### src/rtl/scanner_pkg.sv
// ---------------------------------------------------------------------------
// scanner_pkg
// Shared constants for the RAM read scanner and its tick divider.
//   ADDR_W_DEF / DATA_W_DEF : default RAM geometry (32 x 4).
//   TICK_DIV_DEF, RD_LAT_DEF: default step period and RAM read latency.
//   DIV_W_DEF               : divider counter width for the default period.
//   STAB_W                  : stability counter width, large enough for
//                             the highest legal read latency (4).
//   div_width()             : counter width needed for an arbitrary period.
// ---------------------------------------------------------------------------
package scanner_pkg;

   localparam int ADDR_W_DEF   = 5;
   localparam int DATA_W_DEF   = 4;
   localparam int TICK_DIV_DEF = 50_000_000;
   localparam int RD_LAT_DEF   = 2;
   localparam int DIV_W_DEF    = $clog2(TICK_DIV_DEF);
   localparam int STAB_W       = 3;

   // A period of 1 still needs a one-bit counter.
   function automatic int div_width(input int n);
      return (n > 1) ? $clog2(n) : 1;
   endfunction

endpackage

### src/rtl/tick_gen.sv
// ---------------------------------------------------------------------------
// tick_gen
// Free-running divider producing a one-cycle enable every TICK_DIV cycles.
//   clk   : system clock
//   reset : synchronous, active-high; clears the count
//   tick  : high for the single cycle where the count equals TICK_DIV-1
// ---------------------------------------------------------------------------
module tick_gen
   import scanner_pkg::*;
#(
   parameter int TICK_DIV = TICK_DIV_DEF,
   parameter int CNT_W    = div_width(TICK_DIV)
) (
   input  logic clk,
   input  logic reset,
   output logic tick
);

   localparam logic [CNT_W-1:0] LAST = CNT_W'(TICK_DIV - 1);

   logic [CNT_W-1:0] cnt_q;
   logic [CNT_W-1:0] cnt_d;

   always_comb begin
      cnt_d = cnt_q + 1'b1;
      if (cnt_q == LAST) begin
         cnt_d = '0;
      end
   end

   always_ff @(posedge clk) begin
      if (reset) begin
         cnt_q <= '0;
      end else begin
         cnt_q <= cnt_d;
      end
   end

   assign tick = (cnt_q == LAST);

endmodule

### src/rtl/ram_read_scanner.sv
// ---------------------------------------------------------------------------
// ram_read_scanner
// Steps the RAM read address through every word at a slow rate and presents
// an address/data pair that always agree once the RAM read latency has
// elapsed.
//   clk       : system clock
//   reset     : synchronous, active-high
//   hold      : level; freezes the address while high
//   step      : single-step request (only used with SCANNER_STEP_EN)
//   q         : RAM read data
//   rdaddress : RAM read address
//   disp_addr : address paired with disp_data
//   disp_data : word read from disp_addr
//   valid     : disp_data currently tracks q for disp_addr
//   tick      : one-cycle pulse per address step period
// Build option: define SCANNER_STEP_EN to let rising edges on step advance
// the address by one while hold is high.
//
// Handshake: there is no ready; valid is a pure status flag. It drops for
// RD_LAT cycles after every address change and the display registers only
// load while it is high, so a consumer may sample disp_* at any time.
// ---------------------------------------------------------------------------
module ram_read_scanner
   import scanner_pkg::*;
#(
   parameter int TICK_DIV = TICK_DIV_DEF,
   parameter int RD_LAT   = RD_LAT_DEF,
   parameter int ADDR_W   = ADDR_W_DEF,
   parameter int DATA_W   = DATA_W_DEF
) (
   input  logic              clk,
   input  logic              reset,
   input  logic              hold,
   input  logic              step,
   input  logic [DATA_W-1:0] q,
   output logic [ADDR_W-1:0] rdaddress,
   output logic [ADDR_W-1:0] disp_addr,
   output logic [DATA_W-1:0] disp_data,
   output logic              valid,
   output logic              tick
);

   localparam logic [STAB_W-1:0] LAT = STAB_W'(RD_LAT);

   logic [ADDR_W-1:0] addr_q, addr_d;
   logic [STAB_W-1:0] stab_q, stab_d;
   logic              fresh_q;
   logic [ADDR_W-1:0] disp_addr_q, disp_addr_d;
   logic [DATA_W-1:0] disp_data_q, disp_data_d;
   logic              advance;
   logic              capture;

   tick_gen #(
      .TICK_DIV (TICK_DIV)
   ) u_tick_gen (
      .clk   (clk),
      .reset (reset),
      .tick  (tick)
   );

`ifdef SCANNER_STEP_EN
   logic step_q;
   logic step_prev_q;
   logic step_edge;

   assign step_edge = step_q & ~step_prev_q;
   // OR-ing the two sources means a step edge landing on a tick still
   // yields a single increment.
   assign advance   = (tick & ~hold) | (step_edge & hold);

   always_ff @(posedge clk) begin
      if (reset) begin
         step_q      <= 1'b0;
         step_prev_q <= 1'b0;
      end else begin
         step_q      <= step;
         step_prev_q <= step_q;
      end
   end
`else
   logic unused_step;

   assign unused_step = step;
   assign advance     = tick & ~hold;
`endif

   always_comb begin
      addr_d = addr_q;
      if (advance) begin
         addr_d = addr_q + 1'b1;
      end
   end

   // The first edge out of reset counts as a fresh fetch of address 0, so
   // the wait after reset matches the wait after any address change.
   always_comb begin
      stab_d = stab_q;
      if (advance || fresh_q) begin
         stab_d = '0;
      end else if (stab_q != LAT) begin
         stab_d = stab_q + 1'b1;
      end
   end

   // Load on the edge where the counter reaches RD_LAT and on every edge
   // while it stays there, so live writes to the shown word appear.
   assign capture = (stab_d == LAT);

   always_comb begin
      disp_addr_d = disp_addr_q;
      disp_data_d = disp_data_q;
      if (capture) begin
         disp_addr_d = addr_q;
         disp_data_d = q;
      end
   end

   always_ff @(posedge clk) begin
      if (reset) begin
         addr_q      <= '0;
         stab_q      <= '0;
         fresh_q     <= 1'b1;
         disp_addr_q <= '0;
         disp_data_q <= '0;
      end else begin
         addr_q      <= addr_d;
         stab_q      <= stab_d;
         fresh_q     <= 1'b0;
         disp_addr_q <= disp_addr_d;
         disp_data_q <= disp_data_d;
      end
   end

   assign rdaddress = addr_q;
   assign disp_addr = disp_addr_q;
   assign disp_data = disp_data_q;
   assign valid     = (stab_q == LAT);

endmodule

### config.mk
export PLATFORM = sky130hd
export DESIGN_NAME = ram_read_scanner
export DESIGN_NICKNAME = d
export VERILOG_FILES = /design/src/rtl/scanner_pkg.sv /design/src/rtl/tick_gen.sv /design/src/rtl/ram_read_scanner.sv
export SDC_FILE = /design/constraint.sdc
export NUM_CORES = 1
export LEC_CHECK = 0
export BUFFER_PORTS_ARGS = -buffer_cell sky130_fd_sc_hd__buf_4
export CORE_UTILIZATION = 30
export DETAILED_ROUTE_END_ITERATION = 10
export PLACE_DENSITY = 0.56
export SLEW_MARGIN = 30
export SYNTH_ARGS = -nofsm -noshare
export SYNTH_HDL_FRONTEND = slang
export SYNTH_HIERARCHICAL = 1
export SYNTH_SLANG_ARGS = --single-unit
### constraint.sdc
create_clock -name clk -period 2.8 [get_ports clk]
set_input_delay 0.7 -clock clk [delete_from_list [all_inputs] [get_ports clk]]
set_output_delay 0.7 -clock clk [all_outputs]
set_load 0.02 [all_outputs]
* After elaboration in Yosys (flattened, before gate mapping)
Cells that the tools add are included.
Storage, ports and cells: input port bits 8, register bits 44, output and inout port bits 16
Cells by class: equal/unequal tests 4, multiplexer cells 3, reduce and logical (&&, ||, !) cells 2, bitwise operators 2, $add $sub $neg 3
Operator list (count):
- adder 26 x 1 -> 26 bit, second input constant | 1
- == test 26 bit, second input constant | 1
- == test 3 x 2 -> 1 bit, second input constant | 2
- two-way mux 3 bit | 2
- adder 5 x 1 -> 5 bit, second input constant | 1
- adder 3 x 1 -> 3 bit, second input constant | 1
- != test 3 x 2 -> 1 bit, second input constant | 1
- OR reduction 2 bit | 1
- bitwise AND 1 bit | 1
- logical OR 1 bit | 1
- two-way mux 1 bit | 1
- NOT 1 bit | 1

* Logic depth before layout (Yosys ltp)
depth in word-level cells 5, depth in mapped cells 9

* Hierarchy
The synthesis kept the hierarchy.
Modules (own cells, without submodules):
- tick_gen | area each 1257.5 um^2, seq. area each 520.5 um^2, cells each 147, times used 1
- ram_read_scanner | area each 823.3 um^2, seq. area each 360.3 um^2, cells each 81, times used 1

* Worst setup path after synthesis
No wires, ideal clock.
kind flip-flop to flip-flop, start register u_tick_gen.cnt_q[0], end register addr_q[4] (netlist: rdaddress[4]), clock period less this slack 2716 ps, library setup time 126 ps, buffers on the path 1, stages on the path, launching flop included 10, required time 2674 ps, arrival time 2590 ps, setup slack 84 ps, path through dfxtp_1 > ha_1 > nand4_1 > or4b_2 > nor3_1 > nor2b_1 > buf_6 > nand4_1 > xor2_1 > nor2_1
On the way: longest elaborated chain between the ends 2
RTL lines:
- from (decl) | RTL line tick_gen.sv:21 | logic [CNT_W-1:0] cnt_q;
- from (signal assigned) | RTL line tick_gen.sv:35 | cnt_q <= cnt_d;
- == test 26 bit | RTL line tick_gen.sv:39 | assign tick = (cnt_q == LAST);
- via tick | RTL line ram_read_scanner.sv:40 | output logic tick
- bitwise AND 1 bit | RTL line ram_read_scanner.sv:84 | assign advance = tick & ~hold;
- to (signal assigned) | RTL line ram_read_scanner.sv:126 | addr_q <= addr_d;
- to (decl) | RTL line ram_read_scanner.sv:45 | logic [ADDR_W-1:0] addr_q, addr_d;
The timed path passes the listed nets, and every way through them passes these cells. A chain may end at the register's enable or synchronous reset.

* Final worst setup path
start register u_tick_gen.cnt_q[1], end output port tick
On the way: longest elaborated chain between the ends 1
RTL lines (RTL line):
- == test 26 bit | tick_gen.sv:39
- to (decl) | ram_read_scanner.sv:40
No other way between the ends.

==> reports/metrics.cfg <==
[timing]
fmax_mhz = 376
max_slew_margin_pct = 73.3
slew_viol_final = 0
hold_slack_ns = 0.474
tightest_slew_ns = 0.397
finClkSkew_ns = 0.00628
finalCritPeriodShare_pct = 94.9
setup_viol_count_final = 0
tns_ns = 0
hold_viol_final = 0
fin_ws_ns = 0.142
rsz0062_at_grt = false
min_period_ns = 2.66

[route]
num_vias = 1633
wl_met1_mm = 2.03
wl_met2_mm = 1.79
vias_per_cell = 4.95
drtPass1Iterations = 4
ant_nets = 0
wl_per_cell_um = 12.1
drt_iter0_drc = 53
drc = 0
drt-total-wl_mm = 4.00
met3_length_um = 146
top_layer_used = met4

[die]
die_area_um2 = 7270
initial_core_util_pct = 31.9
fp-row-count = 29
io_pins = 24
die_w_um = 85.3
core_area_um2 = 6530
die_y_um = 85.3

[placed_design]
dpl.hpwl_mm = 2.81
dp_slack_ns = 0.130
dp_cells = 322
portBuffers = 22
gp_congestion = 0.744

[cts]
post_cts.repair.setup_buffers = 0
clock_sinks = 44
postCtsHoldBufs = 0
insertion_delay_ns = 0.29
cts_tree = yes
cts_buffer_depth = 2
h-tree-depth = 2
clk_pin_slew_ns = 0.08
cts_buffers = 5
cts-root-buf = clkbuf_8

[final_layout]
synthToLayoutAreaGrowth_pct = 17.0
instances_no_fill = 330
fin_nets = 264
drive_gt1_share_pct = 19.4
antenna_cells = 0
mostFrequentLayoutCell = dfxtp_1
final_cell_mix = dfxtp_1 (43), buf_4 (28), nor2_1 (22), nand2b_1 (19), nand2_1 (14)

[yosys]
ys_async_sr_fraction_pct = 0
avgSynthCellArea_um2 = 9.13
ys_warn_count = 6
synth.top_cell.area_share_pct = 42.3
synth.distinct_cells = 37
syn_inst = 228
synth_fp_nets = 240
synth_edf_count = 0
synth.area.top_cells = dfxtp_1 (42%), nand2b_1 (5.7%), mux2i_1 (4.8%), xor2_1 (4.2%), nor2_1 (4.0%)
synth.cell_area_um2 = 2080
ys.flop_type = dfxtp_1
yosys_register_bits = 44
yosysTopAreaCell = dfxtp_1
ys_seq_area_share_pct = 42.3

[pwr]
p_leak_nw = 0.841
pwr_density_cell_nw_per_um2 = 458
ir_drop_uv = 260

[setup_path]
critPathLaunchType = register
cp_max_fo = 4
crit_required_ns = 2.10
rrSetupSlack_ns = 0.49
critical_path_arrival_ns = 1.96
crit_type = reg2out
cp-end-kind = output port

[global_route]
grt_pass1_vias = 1502
grt_pass1_wl_mm = 6.93
grt_util_all_layers_pct = 11.9
gr-total-overflow = 0
antenna_found_initial = 0
grt_max_degree = 30

[min_path]
hold_path.class = reg2reg

[job]
maxCapViolCount = 0

[outcome]
status = finished clean

## synth_stat cells (2+ instances only)
master	count
dfxtp_1	44
nor2_1	22
nand2b_1	19
nand2_1	14
a21oi_1	10
mux2i_1	10
nand4_1	10
xor2_1	10
nand3_1	9
o21ai_0	8
xnor2_1	8
inv_1	7
or4_1	6
nor3_1	5
clkbuf_1	4
ha_1	4
nor4_1	4
or3_1	4
and4_1	3
buf_2	3
o31ai_1	3
buf_6	2
clkbuf_2	2
nand4b_1	2
nor4b_1	2
or4b_2	2
## per-stage QoR
step / cell area, um2 / total power [mW] / util [%]
global route: 2430 / 1.17 / 37.3
global placement: 2320 / 0.710 / 35.6
finish: 2430 / 1.12 / 37.3
CTS: 2430 / 1.13 / 37.3
floorplan: 2080 / 0.690 / -
detailed placement: 2320 / 0.711 / 35.6
## final cells by class
type	count	area, um2
clock buffers	6	82.6
clock inverters	2	15.0
fillers	672	4100
inverters	7	26.3
multi-input cells	166	1120
flip-flops and latches	44	882
well taps	77	96.3
repair buffers	28	210
## state kept, by name, indices dropped and copies added, names as in the netlist
register and count:
disp_addr 5, disp_data 4, fresh_q 1, rdaddress 5, stab_q 3, u_tick_gen/cnt_q 26
## worst max-delay path, stage by stage, from the launching register on
cell	delay, ns
dfxtp_2	0.37
ha_2	0.22
nand4_1	0.18
or4b_4	0.59
nor3_2	0.14
buf_4	0.17
## final timing paths
path,to,cells past startpoint,from
max,tick,5,u_tick_gen/cnt_q[1]
min,disp_addr[2],2,disp_addr[2]
max reg2reg,disp_addr[1],9,u_tick_gen/cnt_q[1]
min reg2reg,disp_addr[2],2,disp_addr[2]
## power by group
group / total (mW) / internal (mW) / switching (mW)
combinational: 0.0563 / 0.0268 / 0.0295
sequential: 0.640 / 0.633 / 0.00685
clock: 0.420 / 0.200 / 0.220
total: 1.12 / 0.859 / 0.256
## kinds of logic after synthesis
| kind of cell | share of synthesized area (%) |
|---|---|
| xor+xnor | 7.58 |
| simple gates | 30.7 |
| buf+inv | 4.27 |
| fa+ha+maj | 2.41 |
| mux | 5.53 |
| flops | 42.3 |
| compound gates | 7.16 |
## what timing repair did
| item | 4_1_cts | 5_1_grt |
|---|---|---|
| setup endpoints to repair | 1 | 1 |
| cloned | 0 | 0 |
| resized for setup | 3 | 1 |
## layer usage
metal	vias up	track usage, %
li1	853	-
met1	753	15.7
met2	23	19.1
met3	4	3.21
met4	0	3.64
met5	-	0
(Power assumes the default switching activity.)
